## src/rtl/io_mux_nf.sv

```systemverilog
// N-function pad multiplexer: registered per-pin function select, pad dead-time on every
// function switch, optional two-flop synchroniser on the pad input path.
module io_mux_nf #(
    parameter int unsigned WIDTH       = 8,
    parameter int unsigned NFUNC       = 4,
    parameter int unsigned SELW        = 2,
    parameter int unsigned DEAD_CYCLES = 2,
    parameter int unsigned SYNC_IN     = 1
) (
    input  logic                   mclk,
    input  logic                   reset_n,
    input  logic                   sel_wr,
    input  logic [WIDTH*SELW-1:0]  sel_wdata,
    output logic [WIDTH*SELW-1:0]  sel_rdata,
    output logic                   busy,
    input  logic [NFUNC*WIDTH-1:0] f_dout,
    input  logic [NFUNC*WIDTH-1:0] f_dout_en,
    output logic [NFUNC*WIDTH-1:0] f_din,
    input  logic [WIDTH-1:0]       io_din,
    output logic [WIDTH-1:0]       io_dout,
    output logic [WIDTH-1:0]       io_dout_en
);

    localparam logic [3:0] CntInit = (DEAD_CYCLES > 0) ? 4'(DEAD_CYCLES - 1) : 4'd0;

    logic [SELW-1:0]  r_tgt_sel [WIDTH];
    logic [SELW-1:0]  r_act_sel [WIDTH];
    logic [3:0]       r_cnt     [WIDTH];
    logic [WIDTH-1:0] r_dead;

    logic [SELW-1:0]  w_new_sel [WIDTH];
    logic [WIDTH-1:0] w_change;
    logic [WIDTH-1:0] w_din_s;

    always_comb begin
        sel_rdata = '0;
        w_change  = '0;
        for (int i = 0; i < WIDTH; i++) begin
            w_new_sel[i]                = sel_wdata[i*SELW +: SELW];
            w_change[i]                 = sel_wr && (w_new_sel[i] != r_tgt_sel[i]);
            sel_rdata[i*SELW +: SELW]   = r_tgt_sel[i];
        end
    end

    // A changed write always wins over the running count, so a rewrite restarts the dead time.
    always_ff @(posedge mclk or negedge reset_n) begin
        if (!reset_n) begin
            r_dead <= '0;
            for (int i = 0; i < WIDTH; i++) begin
                r_tgt_sel[i] <= '0;
                r_act_sel[i] <= '0;
                r_cnt[i]     <= '0;
            end
        end else begin
            for (int i = 0; i < WIDTH; i++) begin
                if (w_change[i]) begin
                    r_tgt_sel[i] <= w_new_sel[i];
                    if (DEAD_CYCLES == 0) begin
                        r_act_sel[i] <= w_new_sel[i];
                    end else begin
                        r_dead[i] <= 1'b1;
                        r_cnt[i]  <= CntInit;
                    end
                end else if (r_dead[i]) begin
                    if (r_cnt[i] != 4'd0) begin
                        r_cnt[i] <= r_cnt[i] - 4'd1;
                    end else begin
                        r_dead[i]    <= 1'b0;
                        r_act_sel[i] <= r_tgt_sel[i];
                    end
                end
            end
        end
    end

    generate
        if (SYNC_IN != 0) begin : g_sync
            logic [WIDTH-1:0] r_sync1;
            logic [WIDTH-1:0] r_sync2;

            always_ff @(posedge mclk or negedge reset_n) begin
                if (!reset_n) begin
                    r_sync1 <= '0;
                    r_sync2 <= '0;
                end else begin
                    r_sync1 <= io_din;
                    r_sync2 <= r_sync1;
                end
            end

            assign w_din_s = r_sync2;
        end else begin : g_nosync
            assign w_din_s = io_din;
        end
    endgenerate

    // Selects at or above NFUNC match no function, which parks the pin.
    always_comb begin
        io_dout    = '0;
        io_dout_en = '0;
        f_din      = '0;
        for (int i = 0; i < WIDTH; i++) begin
            for (int k = 0; k < NFUNC; k++) begin
                if (!r_dead[i] && (r_act_sel[i] == SELW'(k))) begin
                    io_dout[i]         = f_dout[k*WIDTH + i];
                    io_dout_en[i]      = f_dout_en[k*WIDTH + i];
                    f_din[k*WIDTH + i] = w_din_s[i];
                end
            end
        end
    end

    assign busy = |r_dead;

endmodule

```

## config.mk

```make
export PLATFORM = sky130hd
export DESIGN_NAME = io_mux_nf
export DESIGN_NICKNAME = d
export VERILOG_FILES = /design/src/rtl/io_mux_nf.sv
export SDC_FILE = /design/constraint.sdc
export NUM_CORES = 1
export LEC_CHECK = 0
export ABC_AREA = 1
export BUFFER_PORTS_ARGS = -buffer_cell sky130_fd_sc_hd__buf_4
export CORE_MARGIN = 2
export CORE_UTILIZATION = 50
export CTS_CLUSTER_SIZE = 24
export DETAILED_ROUTE_END_ITERATION = 16
export GPL_ROUTABILITY_DRIVEN = 0
export HOLD_SLACK_MARGIN = 0.02
export PLACE_DENSITY = 0.76
export REMOVE_ABC_BUFFERS = 1
export SLEW_MARGIN = 10
export SYNTH_ARGS = -nofsm -noshare
export SYNTH_HDL_FRONTEND = slang
export SYNTH_SLANG_ARGS = --single-unit
```

## constraint.sdc

```tcl
create_clock -name mclk -period 3.46 [get_ports mclk]
set_input_delay 0.692 -clock mclk [delete_from_list [all_inputs] [get_ports mclk]]
set_output_delay 0.692 -clock mclk [all_outputs]
set_load 0.005 [all_outputs]
```

## Word-level counts from Yosys, hierarchy flattened

Index checks and enable logic that the tools add are counted.

| storage, ports and cells | value |
|---|---|
| register bits | 88 |
| word-level logic and storage cells | 324 |

| operators by class | value |
|---|---|
| equal/unequal tests | 32 |
| reductions and logical operators | 97 |
| bitwise logic cells | 16 |
| muxes and demuxes | 144 |
| add/subtract/negate cells | 8 |

Operators by type and width:

| operator | count |
|---|---|
| $mux W1 | 120 |
| $mux W4 | 24 |
| $logic_and A1 B1 Y1 | 40 |
| $eq A2 B2 Y1 const B | 16 |
| $reduce_bool A2 Y1 | 16 |
| $reduce_bool A4 Y1 | 8 |
| $sub A4 B1 Y4 const B | 8 |
| $reduce_and A3 Y1 | 8 |
| $eq A2 B1 Y1 const B | 8 |
| $logic_not A2 Y1 | 8 |
| $ne A2 B2 Y1 | 8 |
| $not A1 Y1 | 16 |
| $reduce_and A2 Y1 | 8 |
| $logic_not A1 Y1 | 8 |
| $reduce_or A8 Y1 | 1 |

## Longest topological paths before layout

| depth | value |
|---|---|
| depth after elaboration | 6 |
| gate-level depth with buffers | 8 |
| gate-level depth less buffers | 8 |

## Least setup slack after synthesis

OpenSTA, ideal clock, no wires.

| timing path | value |
|---|---|
| kind | in2out |
| from | input port f_dout[27] |
| to | output port io_dout[3] |
| data arrival time | 871 ps |
| slack | 1,897 ps |
| stages on the path | 2 |
| required time | 2,768 ps |
| path buffers | 0 |
| cells stage by stage | nand4_1 > nand4_1 |

| between the ends | value |
|---|---|
| word-level cells in the longest chain between the ends | 1 |

RTL lines:

| item | line | text |
|---|---|---|
| start: declaration | 16 | `input logic [NFUNC*WIDTH-1:0] f_dout,` |
| $mux W1 | 104 | `if (!r_dead[i] && (r_act_sel[i] == SELW'(k))) begin` |
| end: declaration | 20 | `output logic [WIDTH-1:0] io_dout,` |

Every way passes these cells.

## Worst setup path after layout

| timing path | value |
|---|---|
| from | register r_dead[5] |
| to | output port busy |

| between the ends | value |
|---|---|
| word-level cells in the longest chain between the ends | 1 |

RTL lines:

| item | line | text |
|---|---|---|
| start: declaration | 29 | `logic [WIDTH-1:0] r_dead;` |
| start signal: assignment | 48 | `r_dead <= '0;` |
| start signal: indexed assignment | 61 | `r_dead[i] <= 1'b1;` |
| start signal: indexed assignment | 68 | `r_dead[i] <= 1'b0;` |
| $reduce_or A8 Y1 | 113 | `assign busy = \|r_dead;` |
| end: declaration | 15 | `output logic busy,` |

Every way passes these cells.

==> flow_summary_export.csv <==
group,metric,value,unit
status,status,"finished clean",
logic_synthesis,syn_inst,699,
logic_synthesis,yosysWarnings,0,
finish,num_antenna_cells,0,
routing,wl_per_cell,12.4,um
critical_path,crit_fanout,6,
critical_path,slowest_stage,"dfrtp_1",
routing,drtPass1Iterations,5,
critical_path,critPathCaptureType,"primary output",
clock_network,cts_root_buffer,"clkbuf_8",
finish,area_growth,27.0,%
critical_path,r2r_slack,2.14,ns
global_route,antenna_found_initial,0,
logic_synthesis,seq_area_frac_synth,42.8,%
logic_synthesis,ys_ff_latch,88,
finish,final_cells,983,
routing,vias,5088,
worst_hold_path,hp-class,"reg2reg",
floorplan,dieArea,11100,um2
clock_network,cts.repair.resized,0,
critical_path,setup.worst_path.class,"reg2out",
floorplan,die_height,105,um
timing,fin_tns_setup,0,ns
clock_network,clkLatencyLatePin,0.35,ns
finish,seqCellArea,2200,um2
critical_path,critPathTopFamily,"simple AND/OR/NAND/NOR gates",
critical_path,cpPeakStageDelay,0.46,ns
global_route,grt_use_met1,26.6,%
logic_synthesis,synth-xor-area-share,1.36,%
finish,final_util,64.5,%
clock_network,cts_buffer_depth,2,
power_and_ir_drop,p_clk_share,17.4,%
timing,post-route-period-util,64.3,%
floorplan,rows,37,
clock_network,h-tree-depth,3,
worst_hold_path,hold_depth,0,
timing,post-route-min-period,2.22,ns
clock_network,cts_tree,"done",
power_and_ir_drop,power_density,679,nW/um2
timing,finalMaxSlewViolations,0,
power_and_ir_drop,leakagePower,3.59,nW
job,maxCapViolations,0,
routing,ant_nets,0,
power_and_ir_drop,p_comb_share,43.4,%
power_and_ir_drop,p_int,2.52,mW
logic_synthesis,synthesis.area,5150,um2
worst_hold_path,min_from,"g_sync.r_sync1[1]$_DFF_PN0_",
clock_network,cts_setup_buffers,0,
global_route,grt_max_degree,57,
floorplan,core_area,10100,um2
logic_synthesis,postSynthAreaPerCell,7.36,um2
timing,fmax,450,MHz
critical_path,start_kind,"register",
power_and_ir_drop,p_switching,1.92,mW
critical_path,r2r_start,"r_cnt[4]$_DFFE_PN0P_",
global_route,grt_use_met2,40.7,%
finish,drive_gt1_share,23.0,%
logic_synthesis,synth-simple-area-share,38.6,%
logic_synthesis,synth_top_family_by_area,"simple AND/OR/NAND/NOR gates",
routing,drtIter0Drc,366,
logic_synthesis,synth-compound-area-share,2.33,%
logic_synthesis,yosysUniqueCellTypes,19,
finish,final_area,6540,um2
critical_path,rr_worst_depth,8,
critical_path,worst-endpoint-arrival,1.53,ns
power_and_ir_drop,swShare,43.3,%
global_route,top_usage_layer,"met2",
critical_path,reg2reg_to,"r_cnt[5]$_DFFE_PN0P_",
floorplan,die_w,105,um
global_route,grt_usage,22.3,%
timing,worst_clock_skew,0.0104,ns
clock_network,ctsHoldBuffers,0,
timing,hold_viol,0,
power_and_ir_drop,p_seq_share,39.3,%
logic_synthesis,synth_mux_area_share,0,%
finish,fillCellCount,826,
global_route,globalRouteOverflowTotal,0,
global_route,met3_usage,4.89,%
routing,wl,12200,um
routing,viasPerCell,5.18,
critical_path,required,2.77,ns
floorplan,pin_count,156,
worst_hold_path,holdPathEnd,"g_sync.r_sync2[1]$_DFF_PN0_",
placement,dp_hpwl,9090,um
timing,fin_ws,1.24,ns
global_route,grt_first_pass_wirelength,20500,um
placement,portBuffers,155,
timing,rsz0062_at_grt,"false",
timing,tightest_slew,0.718,ns
timing,relSlewSlack,52.1,%
power_and_ir_drop,vdd.ir_drop.worst,0.000342,V
timing,setup_violations,0,
global_route,grt_pass1_vias,4713,
routing,drc,0,
finish,nets,950,
logic_synthesis,synthAdderAreaFrac,3.89,%
critical_path,critPathBufInv,1,
floorplan,start_util,50.8,%
placement,placed_cells,968,
placement,placed_area,6320,um2
finish,multi_input_area,2380,um2
clock_network,path_clk_slew,0.08,ns
critical_path,cp_cell_sequence,"nor4_1 > nand3_1 > buf_4",
clock_network,cts_buffers,9,
clock_network,cts.sinks,88,
placement,dp_slack,1.62,ns
[area by class of cell]
type	count	area share (%)
multi-input combinational	483	36.4
inverter	104	5.97
clock buffer	10	2.11
tap	136	2.60
timing repair buffer	157	18.0
sequential	88	33.7
clock inverter	5	1.24
[power groups by stage]
stage	Sequential, mW	Combinational (mW)	Clock, mW
6_report	1.74	1.93	0.771
3_5_place_dp	1.75	1.92	0
4_1_cts	1.74	1.94	0.800
3_3_place_gp	1.73	1.82	0
5_1_grt	1.80	2.21	0.845
2_1_floorplan	1.65	1.33	0
[synth_stat cells]
cell      number  area, um2
nor2_2         3       18.8
buf_2         13       65.1
buf_6          9        101
ha_1          16        200
nor3_1         1       5.00
nand2_2       10       62.6
buf_4          1       7.51
nor2_1        57        214
inv_1         97        364
o21ai_0       24        120
inv_2          7       26.3
nand3_1      102        510
nand2_1      190        713
nor4_1        17        106
clkbuf_1       1       3.75
nand4_1       52        325
nand3_2        3       30.0
dfrtp_1       88       2200
xor2_1         8       70.1
[worst register-to-register path, delay by kind of cell, from the launching register on]
kind / cells / cell delay, ns
buffers and inverters: 2 / 0.13
AOI/OAI and AO/OA: 1 / 0.07
DFF: 1 / 0.39
and+or+nand+nor: 4 / 0.42
adders and majority gates: 1 / 0.20
[through the flow]
stage          power, mW  hold WS, ns
3_3_place_gp        3.55        0.333
2_1_floorplan       2.98        0.331
5_1_grt             4.86        0.362
3_5_place_dp        3.67        0.335
4_1_cts             4.47        0.353
6_report            4.44        0.352
[metal layers]
metal  vias to the layer above  wire length, um  share of wire, %
li1                       2557                -                 -
met1                      2373             5160                42
met2                       143             6250                51
met3                        15              578               4.8
met4                         0              173               1.4
met5                         -                0                 0
[cell usage in the layout (no fill, tap or decap)]
master / instances
nor2_2: 3
ha_1: 16
inv_1: 97
clkbuf_8: 10
buf_4: 157
nor3_1: 1
nor2_1: 57
xor2_1: 8
clkinv_2: 1
nand4_1: 52
nand2_1: 190
nand3_1: 102
nand3_2: 3
o21ai_0: 24
inv_2: 7
dfrtp_1: 88
clkinv_4: 1
nor4_1: 17
bufinv_16: 2
nand2_2: 10
clkinvlp_4: 1
[worst max path at each step]
stage | from | to | slack, ns | depth (start not counted)
6_report | r_dead[5]$_DFF_PN0_ | busy | 1.24 | 3
5_1_grt | r_dead[5]$_DFF_PN0_ | busy | 1.12 | 3
4_1_cts | r_dead[5]$_DFF_PN0_ | busy | 1.23 | 3
3_5_place_dp | r_dead[5]$_DFF_PN0_ | busy | 1.62 | 3
3_3_place_gp | f_dout[29] | io_dout[5] | 1.66 | 4
2_1_floorplan | f_dout[24] | io_dout[0] | 1.89 | 2
[registers in the layout, summed over array words and instances, names as in the netlist]
name and cells:
r_cnt 32, r_act_sel 16, g_sync.r_sync2 8, sel_rdata 16, r_dead 8, g_sync.r_sync1 8
[cells by family (layout without fill, tap and decap cells)]
logic type,after synthesis,after routing
simple gates,435,435
xor+xnor,8,8
buf+inv,128,276
fa+ha+maj,16,16
compound gates,24,24
flops,88,88
Power figures use the tool's default switching activity.
